==> config.mk <==
export PLATFORM = sky130hd
export DESIGN_NAME = spi_flash_reader_flat
export DESIGN_NICKNAME = d
export VERILOG_FILES = /design/src/rtl/spi_flash_reader_if.sv /design/src/rtl/spi_flash_reader.sv /design/src/flat_wrapper.sv
export SDC_FILE = /design/constraint.sdc
export NUM_CORES = 1
export LEC_CHECK = 0
export BUFFER_PORTS_ARGS = -buffer_cell sky130_fd_sc_hd__buf_2
export CORE_MARGIN = 4
export CORE_UTILIZATION = 59
export CTS_BUF_LIST = sky130_fd_sc_hd__clkbuf_2
export DETAILED_ROUTE_END_ITERATION = 8
export PLACE_DENSITY = 0.87
export RECOVER_POWER = 25
export SYNTH_ARGS = -nofsm -noshare
export SYNTH_HDL_FRONTEND = slang
export SYNTH_SLANG_ARGS = --single-unit
export TNS_END_PERCENT = 10
==> constraint.sdc <==
create_clock -name clk -period 2.2 [get_ports clk]
set_clock_uncertainty 0.15 [all_clocks]
set_input_delay 0.22 -clock clk [delete_from_list [all_inputs] [get_ports clk]]
set_output_delay 0.22 -clock clk [all_outputs]
set_load 0.02 [all_outputs]
==> src/rtl/spi_flash_reader_if.sv <==
// spi_flash_reader_if: request and byte-stream bundle of the SPI flash reader.
// master = requester/consumer side, slave = reader block.
interface spi_flash_reader_if #(
  parameter int LEN_W = 10
);
  logic             start;
  logic [23:0]      addr;
  logic [LEN_W-1:0] len;
  logic             busy;
  logic             done;
  logic [7:0]       data_out;
  logic             data_valid;
  logic             data_ready;

  modport master (
    output start, addr, len, data_ready,
    input  busy, done, data_out, data_valid
  );

  modport slave (
    input  start, addr, len, data_ready,
    output busy, done, data_out, data_valid
  );
endinterface

==> src/rtl/spi_flash_reader.sv <==
// spi_flash_reader: SPI mode-0 flash READ engine with valid/ready byte output.
// Define SPI_FAST_READ_EN for FAST READ (0x0B plus 8 dummy clocks).
module spi_flash_reader #(
  parameter int LEN_W = 10
) (
  input  logic              clk,
  input  logic              rst_n,
  spi_flash_reader_if.slave bus,
  output logic              spi_cs_n,
  output logic              spi_sclk,
  output logic              spi_mosi,
  input  logic              spi_miso
);

`ifdef SPI_FAST_READ_EN
  localparam logic [7:0] RD_CMD = 8'h0B;
`else
  localparam logic [7:0] RD_CMD = 8'h03;
`endif

  typedef enum logic [2:0] {
    IDLE, CMD, ADDR, DUMMY, DATA, END
  } state_t;

  state_t           state_q, state_d;
  logic [31:0]      tx_q;
  logic [4:0]       cnt_q;
  logic [LEN_W-1:0] left_q;
  logic [7:0]       rx_q;
  logic             rx_full_q;
  logic             sclk_q;
  logic [7:0]       dout_q;
  logic             dv_q;

  logic       last_bit;
  logic       pop;
  logic       free;
  logic       clk_en;
  logic [7:0] rx_byte;

  assign last_bit = sclk_q && (cnt_q == 5'd0);
  assign pop      = dv_q && bus.data_ready;
  assign free     = !dv_q || bus.data_ready;
  // a completed byte that cannot be handed over stalls sclk low
  assign clk_en   = (left_q != '0) && !rx_full_q;
  assign rx_byte  = {rx_q[6:0], spi_miso};

  always_ff @(posedge clk or negedge rst_n) begin
    if (!rst_n) state_q <= IDLE;
    else        state_q <= state_d;
  end

  always_comb begin
    state_d = state_q;
    unique case (state_q)
      IDLE:
        if (bus.start)
          state_d = (bus.len == '0) ? END : CMD;
      CMD:
        if (last_bit) state_d = ADDR;
      ADDR:
        if (last_bit) begin
`ifdef SPI_FAST_READ_EN
          state_d = DUMMY;
`else
          state_d = DATA;
`endif
        end
      DUMMY:
        if (last_bit) state_d = DATA;
      DATA:
        if (left_q == '0 && !rx_full_q && free)
          state_d = END;
      END:
        state_d = IDLE;
      default:
        state_d = IDLE;
    endcase
  end

  always_ff @(posedge clk or negedge rst_n) begin
    if (!rst_n) begin
      tx_q      <= '0;
      cnt_q     <= '0;
      left_q    <= '0;
      rx_q      <= '0;
      rx_full_q <= 1'b0;
      sclk_q    <= 1'b0;
      dout_q    <= '0;
      dv_q      <= 1'b0;
    end else begin
      if (pop) dv_q <= 1'b0;
      if (rx_full_q && free) begin
        dout_q    <= rx_q;
        dv_q      <= 1'b1;
        rx_full_q <= 1'b0;
      end
      unique case (state_q)
        IDLE: begin
          sclk_q <= 1'b0;
          if (bus.start) begin
            tx_q   <= {RD_CMD, bus.addr};
            cnt_q  <= 5'd7;
            left_q <= bus.len;
          end
        end
        CMD, ADDR, DUMMY: begin
          sclk_q <= !sclk_q;
          if (sclk_q) begin
            tx_q  <= {tx_q[30:0], 1'b0};
            cnt_q <= cnt_q - 5'd1;
            if (cnt_q == 5'd0)
              cnt_q <= (state_q == CMD) ? 5'd23 : 5'd7;
          end
        end
        DATA: begin
          sclk_q <= !sclk_q && clk_en;
          if (sclk_q) begin
            rx_q  <= rx_byte;
            cnt_q <= cnt_q - 5'd1;
            if (cnt_q == 5'd0) begin
              cnt_q  <= 5'd7;
              left_q <= left_q - 1'b1;
              if (free) begin
                dout_q <= rx_byte;
                dv_q   <= 1'b1;
              end else begin
                rx_full_q <= 1'b1;
              end
            end
          end
        end
        default:
          sclk_q <= 1'b0;
      endcase
    end
  end

  assign spi_cs_n = !((state_q inside {CMD, ADDR, DUMMY}) ||
                      (state_q == DATA && left_q != '0));
  assign spi_sclk = sclk_q;
  assign spi_mosi = (state_q inside {CMD, ADDR}) && tx_q[31];

  assign bus.busy       = state_q inside {CMD, ADDR, DUMMY, DATA};
  assign bus.done       = (state_q == END);
  assign bus.data_out   = dout_q;
  assign bus.data_valid = dv_q;

endmodule

==> src/flat_wrapper.sv <==
// flat-port wrapper written by rule: the top's interface ports become plain ports
module spi_flash_reader_flat 
#(
  parameter int LEN_W = 10
)
  (clk, rst_n, spi_cs_n, spi_sclk, spi_mosi, spi_miso, bus_start, bus_addr, bus_len, bus_data_ready, bus_busy, bus_done, bus_data_out, bus_data_valid);
  spi_flash_reader_if #(.LEN_W(LEN_W)) bus_i ();
  input  logic clk;
  input  logic rst_n;
  output logic spi_cs_n;
  output logic spi_sclk;
  output logic spi_mosi;
  input  logic spi_miso;
  input wire logic [$bits(bus_i.start)-1:0] bus_start;
  input wire logic [$bits(bus_i.addr)-1:0] bus_addr;
  input wire logic [$bits(bus_i.len)-1:0] bus_len;
  input wire logic [$bits(bus_i.data_ready)-1:0] bus_data_ready;
  output wire logic [$bits(bus_i.busy)-1:0] bus_busy;
  output wire logic [$bits(bus_i.done)-1:0] bus_done;
  output wire logic [$bits(bus_i.data_out)-1:0] bus_data_out;
  output wire logic [$bits(bus_i.data_valid)-1:0] bus_data_valid;
  assign bus_i.start = bus_start;
  assign bus_i.addr = bus_addr;
  assign bus_i.len = bus_len;
  assign bus_i.data_ready = bus_data_ready;
  assign bus_busy = bus_i.busy;
  assign bus_done = bus_i.done;
  assign bus_data_out = bus_i.data_out;
  assign bus_data_valid = bus_i.data_valid;
  spi_flash_reader #(.LEN_W(LEN_W)) u_core (.clk(clk), .rst_n(rst_n), .bus(bus_i), .spi_cs_n(spi_cs_n), .spi_sclk(spi_sclk), .spi_mosi(spi_mosi), .spi_miso(spi_miso));
endmodule
==> flow_summary.yaml <==
power:
  power.total_mw: 5.10
  worst_ir_drop_vdd_mv: 0.875
  p_per_area_nw_per_um2: 1120
  p_leak_nw: 2.08
timing:
  whs_ns: 0.327
  slew_viol_final: 0
  rsz0062_at_grt: "yes"
  worstMarginPinSlew_ns: 1.50
  setup_ws_ns: -0.0528
  min_period_over_period_pct: 102
  max_freq_mhz: 444
  timing.slew.headroom_pct: 0.0169
  fin_crit_ns: 2.25
  finalHoldViolations: 0
  setup_viol: 2
setup_path:
  cp_max_fo: 3
  end_kind: "output port"
  arrival_ns: 1.88
  r2r_cells: 6
  worst_setup_path_start_kind: "flip-flop"
  worstPathRequired_ns: 1.83
  worstSetupPathType: "reg2out"
clock_tree:
  clk_pin_slew_ns: 0.20
  clk_latency_ns: 0.51
  clock_path_buffers: 2
  cts-root-buf: "clkbuf_2"
  cts_max_level: 3
  cts_tree: "done"
  cts_buffers: 9
  cts_sinks: 69
status:
  violations: "capacitance limit, setup timing"
  outcome: "complete, but fails checks"
cells_and_area:
  n_antenna_cell: 0
  fin_cells: 563
  seq_area_sq_um: 1730
  multiInputGateArea_sq_um: 1670
  fill_cells: 342
  nNetsFinal: 528
  area_delta_synth_final_pct: 30.4
  final_common_cell: "nand2_1"
  final_cell_mix: "nand2_1, dfrtp_1, buf_2"
  drive_gt1_share_pct: 24.6
synth:
  yosys-top-cells-area: "dfrtp_1, nand2_1, a31oi_1"
  synth-edff-count: 0
  synth_cells: 384
  yosysUniqueCellTypes: 56
  yosysSeqAreaShare_pct: 49.7
  ys.flop_type: "dfrtp_1"
  yosys.area.top_type: "dfrtp_1"
  synthesis.nets: 426
  syn_avg_cell_area_sq_um: 9.05
  synthesis.area_sq_um: 3470
  yosysWarningCount: 0
  async_flop_share_pct: 100
  ys_seq_elements: 69
  netlist.area_leader.share_pct: 49.7
floorplanning:
  die-area_sq_um: 7180
  ios: 53
  start_util_pct: 61.9
  die_h_microns: 84.7
  num_rows: 27
  die_width_microns: 84.7
  coreArea_sq_um: 5610
place:
  routabilityCongestion: 0.854
  dp_hpwl_mm: 5.48
  io_buffers: 52
  placed_cells: 498
worst_hold_path:
  hold_path.class: "in2reg"
  min_delay_path_depth: 4
route:
  drt_iter0_drc: 433
  remaining_drc_errors: 0
  wl_per_cell_microns: 17.6
  drt_pass1_iterations: 9
  vias: 3447
  ant_nets: 0
  wirelength_mm: 9.93
  viasPerCell: 6.12
global_routing:
  grtUsageTotal_pct: 26.2
  antenna_found_initial: 0
  grt_max_degree: 70
  grt_pass1_vias: 3238
  grt_first_pass_wirelength_mm: 15.1
  grt_overflow_total: 0
flow_run:
  drv_cap: 1
## where the power goes
part | internal, mW | leakage [nW] | switching [mW]
Combinational | 0.943 | 1.22 | 1.31
Sequential | 1.73 | 0.791 | 0.373
Clock | 0.254 | 0.0630 | 0.483
Total | 2.93 | 2.08 | 2.17
## per-stage QoR
stage / setup slack, ns / setup TNS [ns] / util [%] / instance area (sq um)
floorplan: 0.225 / 0 / - / 3470
global placement: 0.118 / 0 / 68.6 / 3850
detailed placement: 0.0544 / 0 / 68.6 / 3850
CTS: -0.0531 / -0.0531 / 78.3 / 4390
global route: -0.117 / -0.803 / 80.8 / 4530
finish: -0.0528 / -0.0632 / 80.8 / 4530
## Yosys cell counts (all sizes together) (6+ instances only)
cell,count
nor3,8
nor2,42
o21ai,22
dfrtp,69
a21oi,8
a31oi,26
nand3,9
nand2,91
inv,8
buf,18
nor4,6
clkbuf,8
o22ai,10
a2bb2oi,8
## state kept, by name (all words and copies together) (netlist names)
signal and count:
u_core.tx_q 32, u_core.left_q 10, u_core.bus.data_out 8, u_core.rx_q 8, u_core.cnt_q 5, u_core.state_q 3, u_core.bus.data_valid 1, u_core.rx_full_q 1
u_core.spi_sclk 1
## path summary, 6_finish.rpt
| check | startpoint | to | slack [ns] |
|---|---|---|---|
| min in group asynchronous | rst_n | u_core.bus.data_out[4] | 0.53 |
| setup reg to reg | u_core.cnt_q[0] | u_core.left_q[2] | -0.01 |
| hold reg to reg | u_core.tx_q[27] | u_core.tx_q[27] | 0.34 |
| max in group asynchronous | rst_n | u_core.state_q[0] | 0.39 |
| hold / removal | bus_addr[9] | u_core.tx_q[9] | 0.33 |
| setup / recovery | u_core.left_q[7] | spi_cs_n | -0.05 |
## routing by layer
metal / routed length (microns) / vias to the layer above / GRT usage, %
met1: 3940 / 1651 / 33.7
met3: 719 / 38 / 3.93
met2: 4980 / 191 / 43.6
li1: - / 1567 / -
met4: 291 / 0 / 12.4
met5: 0 / - / 0
## logic make-up (layout without fill, tap and decap cells)
kind of cell	after synthesis	count (layout)	share of synthesized area (%)
and+or+nand+nor	180	180	24.6
DFF	69	69	49.7
AOI/OAI and AO/OA	95	95	19.2
buffers and inverters	34	141	4.61
muxes	1	1	0.324
xor gates and xnor gates	2	2	0.504
adders and majority gates	3	3	1.08
## timing repair
item	4_1_cts	5_1_grt
pin swaps	1	8
buffers inserted	4	6
endpoints found under the hold margin	106	0
cloned	0	1
hold buffers	38	0
setup endpoints to repair	2	12
resized for setup	6	20
## area by class of cell
type                    count  share of cell area [%]
well taps                  72                    1.99
clock buffers               9                   0.994
multi-input cells         281                    36.9
repair buffers            117                    19.7
clock inverters             7                    1.46
flip-flops and latches     69                    38.3
inverters                   8                   0.663
## critical path, cell delays in order, from the launching register on
cell	delay, ns
dfrtp_2	0.47
nor4_4	0.31
and4b_2	0.33
nor2_4	0.04
nor2_2	0.11
buf_6	0.12
Power figures use the tool's default switching activity.
